--- config.mk ---
export PLATFORM = sky130hd
export DESIGN_NAME = target_spawn_scheduler
export DESIGN_NICKNAME = d
export VERILOG_FILES = /design/src/rtl/game_pkg.sv /design/src/rtl/lfsr16.sv /design/src/rtl/target_spawn_scheduler.sv
export SDC_FILE = /design/constraint.sdc
export NUM_CORES = 1
export LEC_CHECK = 0
export BUFFER_PORTS_ARGS = -buffer_cell sky130_fd_sc_hd__buf_2
export CELL_PAD_IN_SITES_DETAIL_PLACEMENT = 0
export CELL_PAD_IN_SITES_GLOBAL_PLACEMENT = 1
export CORE_MARGIN = 5
export CORE_UTILIZATION = 45
export CTS_BUF_LIST = sky130_fd_sc_hd__clkbuf_2 sky130_fd_sc_hd__clkbuf_4 sky130_fd_sc_hd__clkbuf_8
export DETAILED_ROUTE_END_ITERATION = 12
export PLACE_DENSITY = 0.9
export SLEW_MARGIN = 25
export SYNTH_ARGS = -nofsm -noshare
export SYNTH_HDL_FRONTEND = slang
export SYNTH_SLANG_ARGS = --single-unit
--- constraint.sdc ---
create_clock -name clk -period 2.5 [get_ports clk]
set_clock_uncertainty 0.05 [all_clocks]
set_input_delay 0.5 -clock clk [delete_from_list [all_inputs] [get_ports clk]]
set_output_delay 0.5 -clock clk [all_outputs]
set_load 0.02 [all_outputs]
--- src/rtl/game_pkg.sv ---
// Shared types and helpers for the game datapath blocks.
package game_pkg;

  typedef enum logic [2:0] {
    StIdle,
    StSelect,
    StWaitVbl,
    StWrite,
    StGap,
    StDone
  } spawn_state_e;

  localparam logic [15:0] LFSR_TAPS = 16'hB400;

  localparam int unsigned DEF_SCREEN_WIDTH = 640;
  localparam int unsigned DEF_SPRITE_WIDTH = 8;

  // Folds an out-of-range raw coordinate back into 0..x_max without a divider.
  function automatic logic [15:0] fold_x(input logic [15:0] raw, input logic [15:0] x_max);
    if (raw <= x_max) return raw;
    return raw - x_max - 16'd1;
  endfunction

endpackage

--- src/rtl/lfsr16.sv ---
// Free-running 16-bit Galois LFSR (shift right); a zero seed is replaced by 1.
module lfsr16
  import game_pkg::*;
#(
  parameter logic [15:0] SEED = 16'hACE1
) (
  input  logic        clk,
  input  logic        rst,
  output logic [15:0] value
);

  localparam logic [15:0] ResetVal = (SEED == 16'h0000) ? 16'h0001 : SEED;

  logic [15:0] value_q, value_d;

  always_comb begin
    value_d = {1'b0, value_q[15:1]} ^ (value_q[0] ? LFSR_TAPS : 16'h0000);
  end

  always_ff @(posedge clk or posedge rst) begin
    if (rst) value_q <= ResetVal;
    else     value_q <= value_d;
  end

  assign value = value_q;

endmodule

--- src/rtl/target_spawn_scheduler.sv ---
// Walks enabled targets in index order, waits for vblank per target and issues
// one-cycle write strobes with a shared pseudo-random spawn position/velocity.
module target_spawn_scheduler
  import game_pkg::*;
#(
  parameter int unsigned N_TARGETS    = 3,
  parameter int unsigned X_WIDTH      = 10,
  parameter int unsigned Y_WIDTH      = 9,
  parameter int unsigned DXY_WIDTH    = 3,
  parameter int unsigned SCREEN_WIDTH = DEF_SCREEN_WIDTH,
  parameter int unsigned SPRITE_WIDTH = DEF_SPRITE_WIDTH,
  parameter int unsigned SPAWN_GAP    = 4,
  parameter logic [15:0] LFSR_SEED    = 16'hACE1
) (
  input  logic                 clk,
  input  logic                 rst,
  input  logic                 start,
  input  logic                 abort,
  input  logic [N_TARGETS-1:0] enable_mask,
  input  logic                 vblank,
  output logic                 busy,
  output logic                 done,
  output logic [N_TARGETS-1:0] spawned_mask,
  output logic [N_TARGETS-1:0] sprite_write_xy,
  output logic [N_TARGETS-1:0] sprite_write_dxy,
  output logic [X_WIDTH-1:0]   sprite_x,
  output logic [Y_WIDTH-1:0]   sprite_y,
  output logic [DXY_WIDTH-1:0] sprite_dx,
  output logic [DXY_WIDTH-1:0] sprite_dy
);

  localparam int unsigned IdxW    = (N_TARGETS > 1) ? $clog2(N_TARGETS) : 1;
  localparam logic [15:0] XMax    = 16'(SCREEN_WIDTH - SPRITE_WIDTH);
  localparam logic [7:0]  GapLast = 8'(SPAWN_GAP - 1);

  spawn_state_e         state_q, state_d;
  logic [N_TARGETS-1:0] pending_q, pending_d;
  logic [N_TARGETS-1:0] spawned_d;
  logic [IdxW-1:0]      idx_q, idx_d;
  logic [7:0]           gap_q, gap_d;
  logic                 latch_bus;

  logic                 busy_d, done_d;
  logic [N_TARGETS-1:0] strobe_q, strobe_d;
  logic [X_WIDTH-1:0]   x_d;
  logic [Y_WIDTH-1:0]   y_d;
  logic [DXY_WIDTH-1:0] dx_d, dy_d, dx_mag;
  logic [15:0]          r;

  lfsr16 #(
    .SEED (LFSR_SEED)
  ) u_lfsr (
    .clk   (clk),
    .rst   (rst),
    .value (r)
  );

  always_ff @(posedge clk or posedge rst) begin
    if (rst) begin
      state_q      <= StIdle;
      pending_q    <= '0;
      idx_q        <= '0;
      gap_q        <= '0;
      spawned_mask <= '0;
      busy         <= 1'b0;
      done         <= 1'b0;
      strobe_q     <= '0;
      sprite_x     <= '0;
      sprite_y     <= '0;
      sprite_dx    <= '0;
      sprite_dy    <= '0;
    end else begin
      state_q      <= state_d;
      pending_q    <= pending_d;
      idx_q        <= idx_d;
      gap_q        <= gap_d;
      spawned_mask <= spawned_d;
      busy         <= busy_d;
      done         <= done_d;
      strobe_q     <= strobe_d;
      sprite_x     <= x_d;
      sprite_y     <= y_d;
      sprite_dx    <= dx_d;
      sprite_dy    <= dy_d;
    end
  end

  always_comb begin
    state_d   = state_q;
    pending_d = pending_q;
    idx_d     = idx_q;
    gap_d     = gap_q;
    spawned_d = spawned_mask;
    latch_bus = 1'b0;
    if (abort && state_q != StIdle) begin
      state_d = StIdle;
    end else begin
      unique case (state_q)
        StIdle: begin
          if (start && !abort) begin
            pending_d = enable_mask;
            spawned_d = '0;
            state_d   = StSelect;
          end
        end
        StSelect: begin
          if (pending_q == '0) begin
            state_d = StDone;
          end else begin
            // Downward scan leaves the lowest set bit as the final assignment.
            for (int i = int'(N_TARGETS) - 1; i >= 0; i--) begin
              if (pending_q[i]) idx_d = IdxW'(i);
            end
            state_d = StWaitVbl;
          end
        end
        StWaitVbl: begin
          if (vblank) begin
            // Bookkeeping moves with the strobe so an abort never splits them.
            latch_bus           = 1'b1;
            pending_d[idx_q]    = 1'b0;
            spawned_d[idx_q]    = 1'b1;
            state_d             = StWrite;
          end
        end
        StWrite: begin
          gap_d   = GapLast;
          state_d = StGap;
        end
        StGap: begin
          if (gap_q == 8'd0) state_d = StSelect;
          else               gap_d   = gap_q - 8'd1;
        end
        StDone:  state_d = StIdle;
        default: state_d = StIdle;
      endcase
    end
  end

  always_comb begin
    busy_d   = (state_d != StIdle);
    done_d   = (state_d == StDone);
    strobe_d = '0;
    if (state_d == StWrite) strobe_d[idx_q] = 1'b1;
    dx_mag = r[4] ? DXY_WIDTH'(2) : DXY_WIDTH'(1);
    x_d    = sprite_x;
    y_d    = sprite_y;
    dx_d   = sprite_dx;
    dy_d   = sprite_dy;
    if (latch_bus) begin
      x_d  = X_WIDTH'(fold_x(16'(r[X_WIDTH-1:0]), XMax));
      y_d  = Y_WIDTH'(r[15:10]);
      dx_d = r[3] ? -dx_mag : dx_mag;
      dy_d = DXY_WIDTH'(1);
    end
  end

  assign sprite_write_xy  = strobe_q;
  assign sprite_write_dxy = strobe_q;

endmodule

==> results of run 1 <==
cells by family (layout without fill, tap and decap cells):
family / count (synthesis) / in the layout / synth area share
and+or+nand+nor: 113 / 113 / 0.208
DFF: 60 / 60 / 0.558
AOI/OAI and AO/OA: 49 / 49 / 0.115
buffers and inverters: 28 / 66 / 0.0545
muxes: 10 / 10 / 0.0383
xor gates and xnor gates: 5 / 5 / 0.0162
adders and majority gates: 2 / 2 / 0.00924
other: 1 / 5 / 0.00138
power by group through the flow:
stage | Combinational [mW] | Sequential (mW) | Clock [mW]
3_3_place_gp | 0.835 | 1.36 | 0
5_1_grt | 0.956 | 1.39 | 1.03
6_report | 0.854 | 1.35 | 0.965
2_1_floorplan | 0.672 | 1.38 | 0
3_5_place_dp | 0.856 | 1.37 | 0
4_1_cts | 0.861 | 1.35 | 0.989
metrics by stage:
stage / worst slack (ns) / std cells / instance area, um2 / hold slack, ns / utilization
after floorplan: 0.470 / 272 / 2720 / 0.302 / -
after global placement: 0.526 / 369 / 2930 / 0.308 / 0.498
after detailed placement: 0.431 / 369 / 2930 / 0.325 / 0.498
after CTS: 0.418 / 385 / 3160 / 0.207 / 0.537
after global routing: 0.260 / 385 / 3160 / 0.252 / 0.537
final: 0.449 / 385 / 3160 / 0.194 / 0.537
cell usage after synthesis (2+ instances only):
library cell / count / area share
clkbuf_1: 7 / 0.0097
nor3_1: 5 / 0.0092
or2_2: 2 / 0.0046
mux2i_1: 7 / 0.026
a21o_1: 2 / 0.0055
and3_1: 4 / 0.0092
nand2_1: 46 / 0.064
nor4_1: 2 / 0.0046
nand2b_1: 7 / 0.016
o21ai_1: 5 / 0.0092
nor2b_1: 8 / 0.018
o2111ai_1: 2 / 0.0065
or4_1: 3 / 0.0083
a31oi_1: 6 / 0.014
inv_1: 8 / 0.011
dfstp_2: 8 / 0.078
buf_2: 4 / 0.0074
dfrtp_1: 52 / 0.48
a21oi_1: 8 / 0.015
xor2_1: 4 / 0.013
o21ai_0: 11 / 0.020
buf_4: 8 / 0.022
or4_4: 2 / 0.0083
or3_1: 2 / 0.0046
a211oi_1: 4 / 0.011
nor3b_2: 2 / 0.0092
ha_1: 2 / 0.0092
nand3_1: 7 / 0.013
mux2_2: 3 / 0.012
o211ai_1: 3 / 0.0083
and2_1: 2 / 0.0046
nor2_1: 18 / 0.025
metal layers:
metal / wire, um / share of wire / up-vias / track usage
met5: 0 / 0 / - / 0
met1: 2630 / 0.49 / 973 / 0.213
met2: 2420 / 0.45 / 58 / 0.233
met4: 59 / 0.011 / 0 / 0.0879
li1: - / - / 995 / -
met3: 300 / 0.055 / 6 / 0.0339
final cells by class:
| type | instances | area (um2) | share of cell area |
|---|---|---|---|
| Sequential cell | 60 | 1510 | 0.479 |
| Clock inverter | 4 | 72.6 | 0.0230 |
| Timing Repair Buffer | 42 | 233 | 0.0737 |
| Tap cell | 75 | 93.8 | 0.0297 |
| Multi-Input combinational cell | 184 | 1060 | 0.337 |
| Inverter | 8 | 30.0 | 0.00951 |
| Clock buffer | 12 | 153 | 0.0483 |
placed cells by master, fill, tap and decap left out, types with 6 or more instances in the layout:
| cell | count |
|---|---|
| inv_1 | 7 |
| nand3_1 | 7 |
| nand2_1 | 46 |
| nand2b_1 | 7 |
| buf_2 | 38 |
| o21ai_0 | 11 |
| dfrtp_1 | 52 |
| a31oi_1 | 6 |
| clkbuf_8 | 10 |
| nor2_1 | 18 |
| a21oi_1 | 8 |
| dfstp_2 | 8 |
| mux2i_1 | 7 |
| nor2b_1 | 8 |
worst paths after layout:
path	startpoint	end	slack, ns	cells past startpoint
min in group clk	u_lfsr.value[12]$_DFF_PP0_	u_lfsr.value[11]$_DFF_PP1_	0.34	0
max reg2reg	u_lfsr.value[0]$_DFF_PP1_	sprite_x[5]$_DFFE_PP0P_	0.45	6
max in group asynchronous	rst	u_lfsr.value[6]$_DFF_PP1_	1.55	3
min reg2reg	u_lfsr.value[12]$_DFF_PP0_	u_lfsr.value[11]$_DFF_PP1_	0.34	0
max	u_lfsr.value[0]$_DFF_PP1_	sprite_x[5]$_DFFE_PP0P_	0.45	6
min	rst	sprite_dy[0]$_DFFE_PP0P_	0.19	2
state kept, by name (all words and copies together) (netlist names), 2 cells and up:
| name | count |
|---|---|
| sprite_write_dxy | 3 |
| gap_q | 8 |
| state_q | 3 |
| sprite_dx | 3 |
| spawned_mask | 3 |
| pending_q | 3 |
| u_lfsr.value | 16 |
| idx_q | 2 |
| sprite_y | 6 |
| sprite_x | 10 |
critical path, cell delays in order (launching register included):
cell and delay [ns]:
dfstp_2 0.60, inv_1 0.09, ha_1 0.23, nand2b_1 0.13
a31oi_1 0.25, or4_1 0.46, a31oi_1 0.16
==> flow_summary_export.csv, run 1 <==
group,metric,value,unit
critical_path,crit_fanout,8,
logic_synthesis,ys_async_sr_fraction,1.00,
cells_and_area,nFillCells,516,
sta,max_slew.worst_pin.slew,0.648,ns
placement,globalplace.congestion,0.861,
die,core_area,0.00589,mm2
critical_path,cp-start-kind,"flop",
cells_and_area,n_antenna_cell,0,
critical_path,cp.arrival,2.26,ns
clock_tree,cts_resized,0,
drt,routed_via_density,5.28,
pwr,power.density,1000,mW/mm2
drt,wire_per_inst,14.1,um
sta,grt_setup_unrepaired,"false",
clock_tree,clock_latency,0.33,ns
drt,firstDrtPassIters,4,
clock_tree,cts_max_path_buffers,2,
critical_path,cp.required,2.70,ns
global_routing,grt_pass1_wl,9180,um
global_routing,grt_usage,0.157,
logic_synthesis,syn-instance-count,268,
sta,fmax,487,MHz
logic_synthesis,synth-seq-cells,60,
pwr,p_seq_frac,0.427,
pwr,p_total,3.17,mW
clock_tree,cts_sinks,60,
min_path,min_path_type,"in -> async",
logic_synthesis,syn_area,0.00271,mm2
logic_synthesis,syn_area_per_cell,10.1,um2
sta,finalCriticalPeriod,2.05,ns
pwr,p_clk_frac,0.304,
logic_synthesis,synth_edf_count,0,
die,die_w,87.6,um
sta,timing.final.crit_share,0.821,
logic_synthesis,yosysUniqueCellTypes,46,
sta,fin_setup_tns,0,ns
clock_tree,post_cts_buffers,0,
sta,hold_viol_final,0,
logic_synthesis,ys_warn_count,0,
critical_path,critPathKind,"reg -> reg",
global_routing,gr-total-overflow,0,
pwr,switchingPower,1.05,mW
global_routing,grt_max_degree,34,
drt,postRouteAntennaNets,0,
drt,via_count,2032,
clock_tree,path_clk_slew,0.07,ns
pwr,combPwrFrac,0.269,
die,dieArea,0.00767,mm2
run,cap_violations,0,
critical_path,end_kind,"flop",
placement,numPortBuffers,38,
clock_tree,clockRootBuffer,"clkbuf_8",
global_routing,grt_pass1_vias,1960,
drt,drtIter0Drc,101,
cells_and_area,nets,315,
global_routing,antenna_found_initial,0,
sta,slew_violations,0,
clock_tree,tritoncts,"built",
pwr,p_int,2.12,mW
logic_synthesis,ys_seq_area_frac,0.558,
clock_tree,htreeDepth,3,
die,fp.dieH,87.6,um
cells_and_area,drive_gt1_frac,0.252,
die,io_pins,44,
drt,drc_errors,0,
die,rows,28,
status,status,"finished, final reports clean",
sta,slew_headroom,0.566,
placement,dp_hpwl,3890,um
drt,drt-total-wl,5420,um
pwr,switching_share,0.332,
clock_tree,cts_made_buffers,9,
sta,setup_viol,0,
logic_synthesis,synth_flop_cell,"dfrtp_1",
die,initial_core_util,0.460,
pwr,p_leak,1.54,nW
pwr,vdd_ir_drop_max,0.527,mV
clock_tree,holdBufCountCts,0,
cells_and_area,syn_to_final_growth,16.6,%
Note: power is estimated with default switching activity, not from simulation.
==> run 2, diff against run 1 <==
==> constraint.sdc (replaced) <==
create_clock -name clk -period 1.9 [get_ports clk]
set_clock_uncertainty 0.05 [all_clocks]
set_input_delay 0.38 -clock clk [delete_from_list [all_inputs] [get_ports clk]]
set_output_delay 0.38 -clock clk [all_outputs]
set_load 0.02 [all_outputs]
==> flow_summary_export.csv, run 2 (synthesis gave the netlist of run 1 again) <==
group,metric,value,unit
critical_path,cp-start-kind,"flop",
clock_tree,cts_made_buffers,9,
critical_path,crit_fanout,5,
critical_path,end_kind,"flop",
die,dieArea,0.00767,mm2
drt,via_count,2119,
clock_tree,path_clk_slew,0.07,ns
critical_path,slowest_delay,0.54,ns
global_routing,grt_max_degree,43,
cells_and_area,fin_cells,406,
clock_tree,clock_latency,0.34,ns
drt,drtIter0Drc,90,
die,die_w,87.6,um
min_path,min_path_type,"in -> reg",
critical_path,critPathKind,"reg -> reg",
placement,globalplace.congestion,0.865,
critical_path,slowest_stage,"or4_4",
pwr,switchingPower,1.55,mW
cells_and_area,drive_gt1_frac,0.323,
clock_tree,cts_sinks,60,
placement,placed_cell_area,0.00307,mm2
global_routing,grt_usage,0.164,
placement,numPortBuffers,38,
die,core_area,0.00589,mm2
pwr,p_int,3.07,mW
pwr,vdd_ir_drop_max,0.694,mV
sta,grt_setup_unrepaired,"true",
drt,drc_errors,0,
cells_and_area,fin_area,0.00339,mm2
cells_and_area,nFillCells,518,
cells_and_area,nets,336,
sta,fin_ws,0.0640,ns
pwr,p_seq_frac,0.377,
die,rows,28,
global_routing,gr-total-overflow,0,
sta,finalCriticalPeriod,1.84,ns
run,cap_violations,0,
drt,firstDrtPassIters,4,
status,status,"finished, final reports clean",
placement,dp_slack,-0.0247,ns
critical_path,cp_cell_sequence,"or4_4 -> buf_4 -> o21ai_2 -> a211oi_1 -> mux2i_1",
drt,drt-total-wl,5650,um
sta,fin_setup_tns,0,ns
sta,slew_violations,0,
global_routing,antenna_found_initial,0,
critical_path,cp.required,2.06,ns
drt,postRouteAntennaNets,0,
die,initial_core_util,0.460,
sta,fin_hold_ws,0.261,ns
cells_and_area,syn_to_final_growth,25.2,%
cells_and_area,post-route-util,0.576,
sta,timing.final.crit_share,0.966,
pwr,p_leak,1.65,nW
clock_tree,cts_max_path_buffers,2,
cells_and_area,final_cell_mix,"52 x dfrtp_1, 46 x nand2_1, 38 x buf_2",
pwr,switching_share,0.335,
cells_and_area,n_antenna_cell,0,
pwr,combPwrFrac,0.319,
pwr,p_total,4.62,mW
placement,dp_hpwl,3810,um
die,fp.dieH,87.6,um
pwr,power.density,1360,mW/mm2
drt,routed_via_density,5.22,
global_routing,grt_pass1_vias,2176,
placement,placed_cells,386,
die,io_pins,44,
sta,hold_viol_final,0,
cells_and_area,layout_commonest_cell,"dfrtp_1",
cells_and_area,largest_register_ffs,16,
drt,wire_per_inst,13.9,um
critical_path,cp.arrival,2.00,ns
clock_tree,clockRootBuffer,"clkbuf_8",
min_path,hold_path_depth,2,
sta,fmax,545,MHz
sta,setup_viol,0,
global_routing,grt_pass1_wl,9740,um
pwr,p_clk_frac,0.304,
critical_path,reg2regPathDepth,5,
clock_tree,htreeDepth,3,
clock_tree,tritoncts,"built",
run 2: metal layers:
layer	vias to the layer above	track usage	share of wire
met1	1023	0.216	0.47
met3	11	0.0329	0.052
met4	0	0.100	0.023
met2	54	0.250	0.45
met5	-	0	0
li1	1031	-	-
run 2: power by group through the flow:
stage          Combinational (mW)  Clock [mW]  Sequential, mW
2_1_floorplan               0.884           0            1.82
3_3_place_gp                 1.26           0            1.74
3_5_place_dp                 1.29           0            1.75
4_1_cts                      1.37        1.43            1.73
5_1_grt                      1.63        1.49            1.78
6_report                     1.47        1.41            1.74
run 2: final cells by class:
class                           count  area (um2)  share of cell area
Clock inverter                      7         124              0.0365
Multi-Input combinational cell    184        1110               0.328
Timing Repair Buffer               63         393               0.116
Clock buffer                        9         124              0.0365
Tap cell                           75        93.8              0.0277
Sequential cell                    60        1510               0.446
Inverter                            8        33.8             0.00996
run 2: worst paths after layout:
check / startpoint / end / slack [ns]
setup / recovery: gap_q[2]$_DFFE_PP0P_ / gap_q[6]$_DFFE_PP0P_ / 0.06
hold / removal: abort / state_q[1]$_DFF_PP0_ / 0.26
setup reg to reg: gap_q[2]$_DFFE_PP0P_ / gap_q[6]$_DFFE_PP0P_ / 0.06
hold reg to reg: u_lfsr.value[12]$_DFF_PP0_ / u_lfsr.value[11]$_DFF_PP1_ / 0.33
max in group asynchronous: rst / u_lfsr.value[0]$_DFF_PP1_ / 0.66
min in group asynchronous: rst / sprite_write_dxy[1]$_DFF_PP0_ / 0.54
run 2: worst max-delay path: cells and delay by family (launching register included):
family | cells | cell delay [ns]
simple gates | 1 | 0.54
compound gates | 2 | 0.43
flops | 1 | 0.38
buf+inv | 1 | 0.17
mux | 1 | 0.14
run 2: what timing repair did:
| action | 4_1_cts | 5_1_grt |
|---|---|---|
| hold buffers | 1 | 0 |
| gates resized for setup | 2 | 9 |
| pin swaps | 2 | 6 |
| hold endpoints to repair | 8 | 0 |
| buffers inserted | 1 | 3 |
| endpoints found under the setup margin | 7 | 12 |
